==> src/rtl/lane_hit_judge.sv <==
// lane_hit_judge: per-lane timing judge for a falling-block rhythm game.
// Tracks one block per lane, grades the key press as perfect/good/miss,
// drives the renderer hide flag and keeps saturating score/combo counters.
// Optional build macro: LANE_JUDGE_STRAY_PENALTY_EN -- when defined, a key
// press that lands outside the judging window breaks the combo and shows a
// miss grade (no miss pulse); when undefined such presses are ignored.
module lane_hit_judge #(
  parameter int PERF_LO   = 600,
  parameter int PERF_HI   = 620,
  parameter int GOOD_LO   = 580,
  parameter int GOOD_HI   = 640,
  parameter int OFF_H     = 720,
  parameter int PERF_PTS  = 3,
  parameter int GOOD_PTS  = 1,
  parameter int SCORE_MAX = 9999
) (
  input  logic        clk,
  input  logic        rst_n,
  input  logic        restart,
  input  logic        stop_or_endgame,
  input  logic        key,
  input  logic [9:0]  block_h,
  output logic        hit,
  output logic        miss,
  output logic [1:0]  grade,
  output logic        hide,
  output logic [13:0] score,
  output logic [7:0]  combo,
  output logic [7:0]  max_combo
);

  localparam logic [9:0]  PERF_LO_H = 10'(PERF_LO);
  localparam logic [9:0]  PERF_HI_H = 10'(PERF_HI);
  localparam logic [9:0]  GOOD_LO_H = 10'(GOOD_LO);
  localparam logic [9:0]  GOOD_HI_H = 10'(GOOD_HI);
  localparam logic [9:0]  OFF_H_H   = 10'(OFF_H);
  localparam logic [13:0] PERF_PTS_S  = 14'(PERF_PTS);
  localparam logic [13:0] GOOD_PTS_S  = 14'(GOOD_PTS);
  localparam logic [13:0] SCORE_MAX_S = 14'(SCORE_MAX);

`ifdef LANE_JUDGE_STRAY_PENALTY_EN
  localparam logic STRAY_PEN = 1'b1;
`else
  localparam logic STRAY_PEN = 1'b0;
`endif

  localparam logic [1:0] G_NONE = 2'd0;
  localparam logic [1:0] G_GOOD = 2'd1;
  localparam logic [1:0] G_PERF = 2'd2;
  localparam logic [1:0] G_MISS = 2'd3;

  typedef enum logic [1:0] {EMPTY, FALLING, DONE} state_t;

  state_t      state;
  logic [9:0]  prev_h;
  logic        key_q;

  logic        key_edge, spawn, in_good, in_perf;
  logic        eff_falling, old_miss, hit_c, late_miss, stray, penalty, miss_c, leave_done;
  logic [7:0]  combo_nx, max_nx;
  logic [13:0] score_nx;
  logic [1:0]  grade_nx;
  logic        hide_nx;
  state_t      state_nx;

  // Score add clamped at SCORE_MAX.
  function automatic logic [13:0] sat_score(input logic [13:0] s, input logic [13:0] pts);
    logic [14:0] sum;
    sum = {1'b0, s} + {1'b0, pts};
    if (sum > {1'b0, SCORE_MAX_S}) return SCORE_MAX_S;
    return sum[13:0];
  endfunction

  // Combo increment clamped at 255.
  function automatic logic [7:0] sat_combo(input logic [7:0] c);
    return (c == 8'hFF) ? c : c + 8'd1;
  endfunction

  assign key_edge = key & ~key_q;
  assign spawn    = (block_h < prev_h) || ((prev_h == OFF_H_H) && (block_h != OFF_H_H));
  assign in_good  = (block_h >= GOOD_LO_H) && (block_h <= GOOD_HI_H);
  assign in_perf  = (block_h >= PERF_LO_H) && (block_h <= PERF_HI_H);

  // Judgement for this tick; a spawn makes the new block the one being judged.
  always_comb begin
    eff_falling = spawn || (state == FALLING);
    old_miss    = spawn && (state == FALLING);
    hit_c       = eff_falling && key_edge && in_good;
    late_miss   = eff_falling && !key_edge && (block_h > GOOD_HI_H);
    stray       = key_edge && !hit_c;
    penalty     = stray && STRAY_PEN;
    miss_c      = old_miss || late_miss;
    leave_done  = !spawn && (state == DONE) && (block_h == OFF_H_H);

    state_nx = state;
    if (hit_c || late_miss)  state_nx = DONE;
    else if (eff_falling)    state_nx = FALLING;
    else if (leave_done)     state_nx = EMPTY;

    hide_nx = hide;
    if (hit_c)                    hide_nx = 1'b1;
    else if (spawn || leave_done) hide_nx = 1'b0;

    grade_nx = grade;
    if (hit_c)                  grade_nx = in_perf ? G_PERF : G_GOOD;
    else if (miss_c || penalty) grade_nx = G_MISS;

    combo_nx = (miss_c || penalty) ? 8'd0 : combo;
    score_nx = score;
    if (hit_c) begin
      combo_nx = sat_combo(combo_nx);
      score_nx = sat_score(score, in_perf ? PERF_PTS_S : GOOD_PTS_S);
    end
    max_nx = (combo_nx > max_combo) ? combo_nx : max_combo;
  end

  // Lane FSM and registered outputs; freeze holds all state and blanks pulses.
  always_ff @(posedge clk or negedge rst_n) begin
    if (!rst_n) begin
      state <= EMPTY;  prev_h <= OFF_H_H;  key_q <= 1'b0;
      hit <= 1'b0;  miss <= 1'b0;  grade <= G_NONE;  hide <= 1'b0;
      score <= '0;  combo <= '0;  max_combo <= '0;
    end else if (restart) begin
      state <= EMPTY;  prev_h <= OFF_H_H;  key_q <= 1'b0;
      hit <= 1'b0;  miss <= 1'b0;  grade <= G_NONE;  hide <= 1'b0;
      score <= '0;  combo <= '0;  max_combo <= '0;
    end else if (stop_or_endgame) begin
      hit  <= 1'b0;
      miss <= 1'b0;
    end else begin
      state     <= state_nx;
      prev_h    <= block_h;
      key_q     <= key;
      hit       <= hit_c;
      miss      <= miss_c;
      grade     <= grade_nx;
      hide      <= hide_nx;
      score     <= score_nx;
      combo     <= combo_nx;
      max_combo <= max_nx;
    end
  end

endmodule

==> config.mk <==
export PLATFORM = sky130hd
export DESIGN_NAME = lane_hit_judge
export DESIGN_NICKNAME = d
export VERILOG_FILES = /design/src/rtl/lane_hit_judge.sv
export SDC_FILE = /design/constraint.sdc
export NUM_CORES = 1
export LEC_CHECK = 0
export ABC_AREA = 1
export CAP_MARGIN = 30
export CORE_MARGIN = 4
export CORE_UTILIZATION = 43
export DETAILED_ROUTE_END_ITERATION = 10
export GPL_ROUTABILITY_DRIVEN = 1
export GPL_TIMING_DRIVEN = 0
export MAX_ROUTING_LAYER = met4
export PLACE_DENSITY = 0.75
export SYNTH_ARGS = -nofsm -noshare
export SYNTH_HDL_FRONTEND = slang
export SYNTH_SLANG_ARGS = --single-unit
==> constraint.sdc <==
create_clock -name clk -period 8.05 [get_ports clk]
set_input_delay 1.61 -clock clk [delete_from_list [all_inputs] [get_ports clk]]
set_output_delay 1.61 -clock clk [all_outputs]
set_load 0.01 [all_outputs]
==> flow_results.org <==
** Run status
- The run finished with clean final reports.

** Power and ir drop
- In this run the static leakage power is 0.00198 uW.
- Across the VDD grid, the largest voltage drop is 0.0705 mV.
- In this run the power density over the cells is 130 mW/mm2.

** Setup path
- Worst reg2reg startpoint :: prev_h[9]
- Arrival time reported for the critical path endpoint :: 5.99 ns
- Critical path endpoint :: max_combo[0]
- Data on the critical path is required at its endpoint by 8.24 ns.
- In this run the critical register-to-register path is captured at max_combo[0].
- The critical path is of the input pin to register type.
- Critical path peak fanout :: 9
- Worst R2R Setup Slack :: 3.47 ns
- CP max stage cell :: sky130_fd_sc_hd__clkdlybuf4s50_1
- Setup crit start kind :: input pin
- Crit-path most repeated cell :: sky130_fd_sc_hd__nand2_1
- Slowest cell delay on critical path :: 0.52 ns
- The worst setup path is captured at a register.
- The number of cells on the worst reg-to-reg path is 29.
- In this run the worst setup path begins at block_h[6].

** Synth
- Summing the sequential cell areas from Yosys gives 36.2% of the chip area.
- Compound-cell area share of the yosys netlist :: 9.95%
- Number of synthesized flops with an enable pin :: 0
- Multiplexer cells account for 0% of the synthesized area.
- Combinational family with the most area after synthesis :: simple AND/OR/NAND/NOR gates
- Total of warnings raised by yosys :: 0
- Synthesized-area fraction occupied by adder cells :: 8.11%
- Share of the synthesized netlist area taken by xor and xnor gates :: 2.89%
- Post-synthesis net count :: 484
- Combined area of all synthesized cells :: 0.00333 mm2
- Per-instance average area after synthesis :: 7.44 um2
- Summing the areas of all and, or, nand and nor instances in the mapped netlist gives 33.6% of the synthesized area.
- Async SR Flop Fraction :: 100%
- Unique cell type count in the Yosys netlist :: 39
- Number of synthesized register bits :: 48
- For this run, the leading register cell type out of synthesis is sky130_fd_sc_hd__dfrtp_1.
- Post-synthesis instance total :: 448

** GRT
- Global-route total usage across every layer :: 19.8%
- The first global-routing pass estimated 14,000 um of wire.
- The initial antenna violation count was 0.
- For this run the aggregate overflow at the end of global routing stands at 0.
- Entering global routing, the biggest net connects 30 pins.
- Via count of the first global-routing pass :: 3,112

** Clocking
- Clock root buffer :: sky130_fd_sc_hd__clkbuf_8
- The number of setup buffers added after CTS is 0.
- The tree built by TritonCTS fans out to 48 sinks.
- Clock tree synthesis inserted a total of 5 buffers.
- Source-to-sink clock delay at the later pin of the worst-skew pair :: 0.31 ns
- The number of gates resized after CTS was 0.
- Buffers inserted to repair hold after CTS numbered 0.
- Clock Tree Buf Depth :: 2
- The H-tree was split into 2 levels.
- After clock tree synthesis, the clock-pin slew on the worst setup and hold paths is 0.10 ns.
- Clock tree from TritonCTS :: yes

** STA
- Slew at the pin closest to its max-slew limit :: 0.580 ns
- Endpoints failing hold :: 0
- Relative slew slack :: 61.4%
- On the final layout, the worst clock skew is 0.0121 ns.
- Max Slew Vio Count :: 0
- Timing would allow up to 0.172 GHz.
- Share of the clock period used by the worst path :: 72.1%
- Finish-stage setup viols :: 0
- Adding up every negative setup slack in the final design gives 0 ns.
- Setup repair after global routing left no endpoint under its margin.
- The clock period could shrink to 5.80 ns.

** Final layout
- Share of cells above drive strength 1 :: 9.88%
- Antenna fix cells :: 0
- Utilization after layout :: 54.7%
- The multi-input combinational cells in the finished layout cover a total of 0.00182 mm2.
- Total of fill cells in the finished design :: 708
- Reg area :: 0.00121 mm2
- Growth of design area from synthesis to finish :: 21.7%
- Final nets :: 541
- Final std cell area, no fill :: 0.00406 mm2

** Floorplan
- The die covers 0.00922 mm2.
- Core Rows :: 31
- From bottom edge to top edge, the die measures 96.0 um.
- I/O pins :: 50
- Placeable Area :: 0.00741 mm2
- Die width :: 96.0 um
- The initial utilization of the core area, before any placement, comes to 45.0%.

** Min path
- Class of the tightest hold or removal check :: register to register
- Hold Path Origin :: grade[0]

** Placed design
- Number of input and output port buffers inserted :: 49
- Detailed placement ended at an HPWL of 6440 um.
- Total placed instance area :: 0.00396 mm2
- At the end of routability-driven placement, the weighted congestion stood at 0.932.

** Drt
- The first TritonRoute pass finished after 4 iterations.
- Total via count in the routed design :: 3,145
- Routed wire length :: 8310 um
- In the final routed layout, each cell accounts on average for 13.7 um.
- The detail route stage leaves a number of antenna-violating nets equal to 0.
- After detailed routing, the number of remaining DRC violations is 0.
- Using the TritonRoute via totals, the vias-per-cell ratio works out to 5.20.
- Initial DRC count :: 144

** Flow run
- Across the run, the number of max-cap violations was 0.
## worst min-delay path by stage
| stage | to | slack [ns] | cells after the start |
|---|---|---|---|
| finish | grade[0] | 0.50 | 2 |
| global route | key_q | 0.52 | 2 |
| CTS | key_q | 0.50 | 2 |
| detailed placement | key_q | 0.48 | 2 |
| global placement | key_q | 0.47 | 2 |
| floorplan | key_q | 0.45 | 2 |
## worst max-delay path, delay by kind of cell
family | cells | cell delay [ns]
buf+inv | 4 | 0.95
compound gates | 5 | 0.50
fa+ha+maj | 3 | 0.82
simple gates | 17 | 2.09
## kinds of logic (layout without fill, tap and decap cells)
| logic type | count (synthesis) | after routing |
|---|---|---|
| and+or+nand+nor | 228 | 228 |
| adders and majority gates | 21 | 21 |
| xor gates and xnor gates | 11 | 11 |
| DFF | 48 | 48 |
| AOI/OAI and AO/OA | 58 | 58 |
| buffers and inverters | 82 | 140 |
## per-layer routing
metal | vias to the layer above | track usage [%] | part of all wire [%]
met5 | - | - | 0
met4 | 0 | 5.69 | 1.5
met3 | 12 | 2.81 | 5.1
met2 | 90 | 33.2 | 48
met1 | 1478 | 24.8 | 46
li1 | 1565 | - | -
## Yosys cell counts, drive strengths merged, types with 2 or more instances
cell type  instances  area (um2)
inv               76         285
a21oi             11        55.1
buf                2        10.0
ha                20         250
o22ai              8        50.1
clkbuf             2        7.51
dfrtp             44        1100
xor2              11        96.3
o211ai             3        22.5
clkinv             2        7.51
nand2            123         497
dfstp              4         105
nand4             18         113
a22oi              3        22.5
o21ai             27         135
nor3               7        45.0
nand3             35         245
nor2              40         185
## power breakdown
| group | switching, uW | internal, uW | leakage, uW |
|---|---|---|---|
| clock | 85.7 | 68.8 | 0.0000510 |
| combinational | 71.4 | 42.0 | 0.00129 |
| sequential | 6.94 | 251 | 0.000645 |
| total | 164 | 362 | 0.00198 |
## sequential cells by signal (all words and copies together) (netlist names)
register,flops
miss,1
combo,8
grade,2
state,2
prev_h,10
key_q,1
hide,1
score,14
max_combo,8
hit,1
## stage by stage
stage,std cells,power [uW],hold WS (ns),setup WS (ns)
final,605,526,0.501,2.25
after global routing,605,552,0.522,1.81
after CTS,605,530,0.501,2.30
after detailed placement,597,376,0.476,1.98
after global placement,596,371,0.469,2.07
after floorplan,448,330,0.454,3.14
## cells in the final DEF (no fill, tap or decap), types with 3 or more instances in the layout
cell,instances
sky130_fd_sc_hd__o21ai_0,15
sky130_fd_sc_hd__nand2_4,3
sky130_fd_sc_hd__a21oi_1,11
sky130_fd_sc_hd__nor2_1,32
sky130_fd_sc_hd__nand4_1,18
sky130_fd_sc_hd__dfstp_2,4
sky130_fd_sc_hd__o211ai_1,3
sky130_fd_sc_hd__clkbuf_8,6
sky130_fd_sc_hd__nor2_4,3
sky130_fd_sc_hd__dfrtp_1,44
sky130_fd_sc_hd__nor2_2,5
sky130_fd_sc_hd__inv_1,72
sky130_fd_sc_hd__buf_2,3
sky130_fd_sc_hd__ha_1,20
sky130_fd_sc_hd__nand2_1,115
sky130_fd_sc_hd__nand3_2,9
sky130_fd_sc_hd__o21ai_1,12
sky130_fd_sc_hd__a22oi_1,3
sky130_fd_sc_hd__nor3_1,5
sky130_fd_sc_hd__nand3_1,24
sky130_fd_sc_hd__inv_2,4
sky130_fd_sc_hd__xor2_1,11
sky130_fd_sc_hd__clkdlybuf4s50_1,48
sky130_fd_sc_hd__nand2_2,5
sky130_fd_sc_hd__o22ai_1,8
## cell type report
cell class,instances,area share (%)
Sequential cell,48,29.7
Timing Repair Buffer,50,12.5
Inverter,78,7.22
Clock buffer,6,2.04
Clock inverter,2,0.247
Tap cell,99,3.05
Buffer,4,0.432
Multi-Input combinational cell,318,44.8
Power figures use the tool's default switching activity.
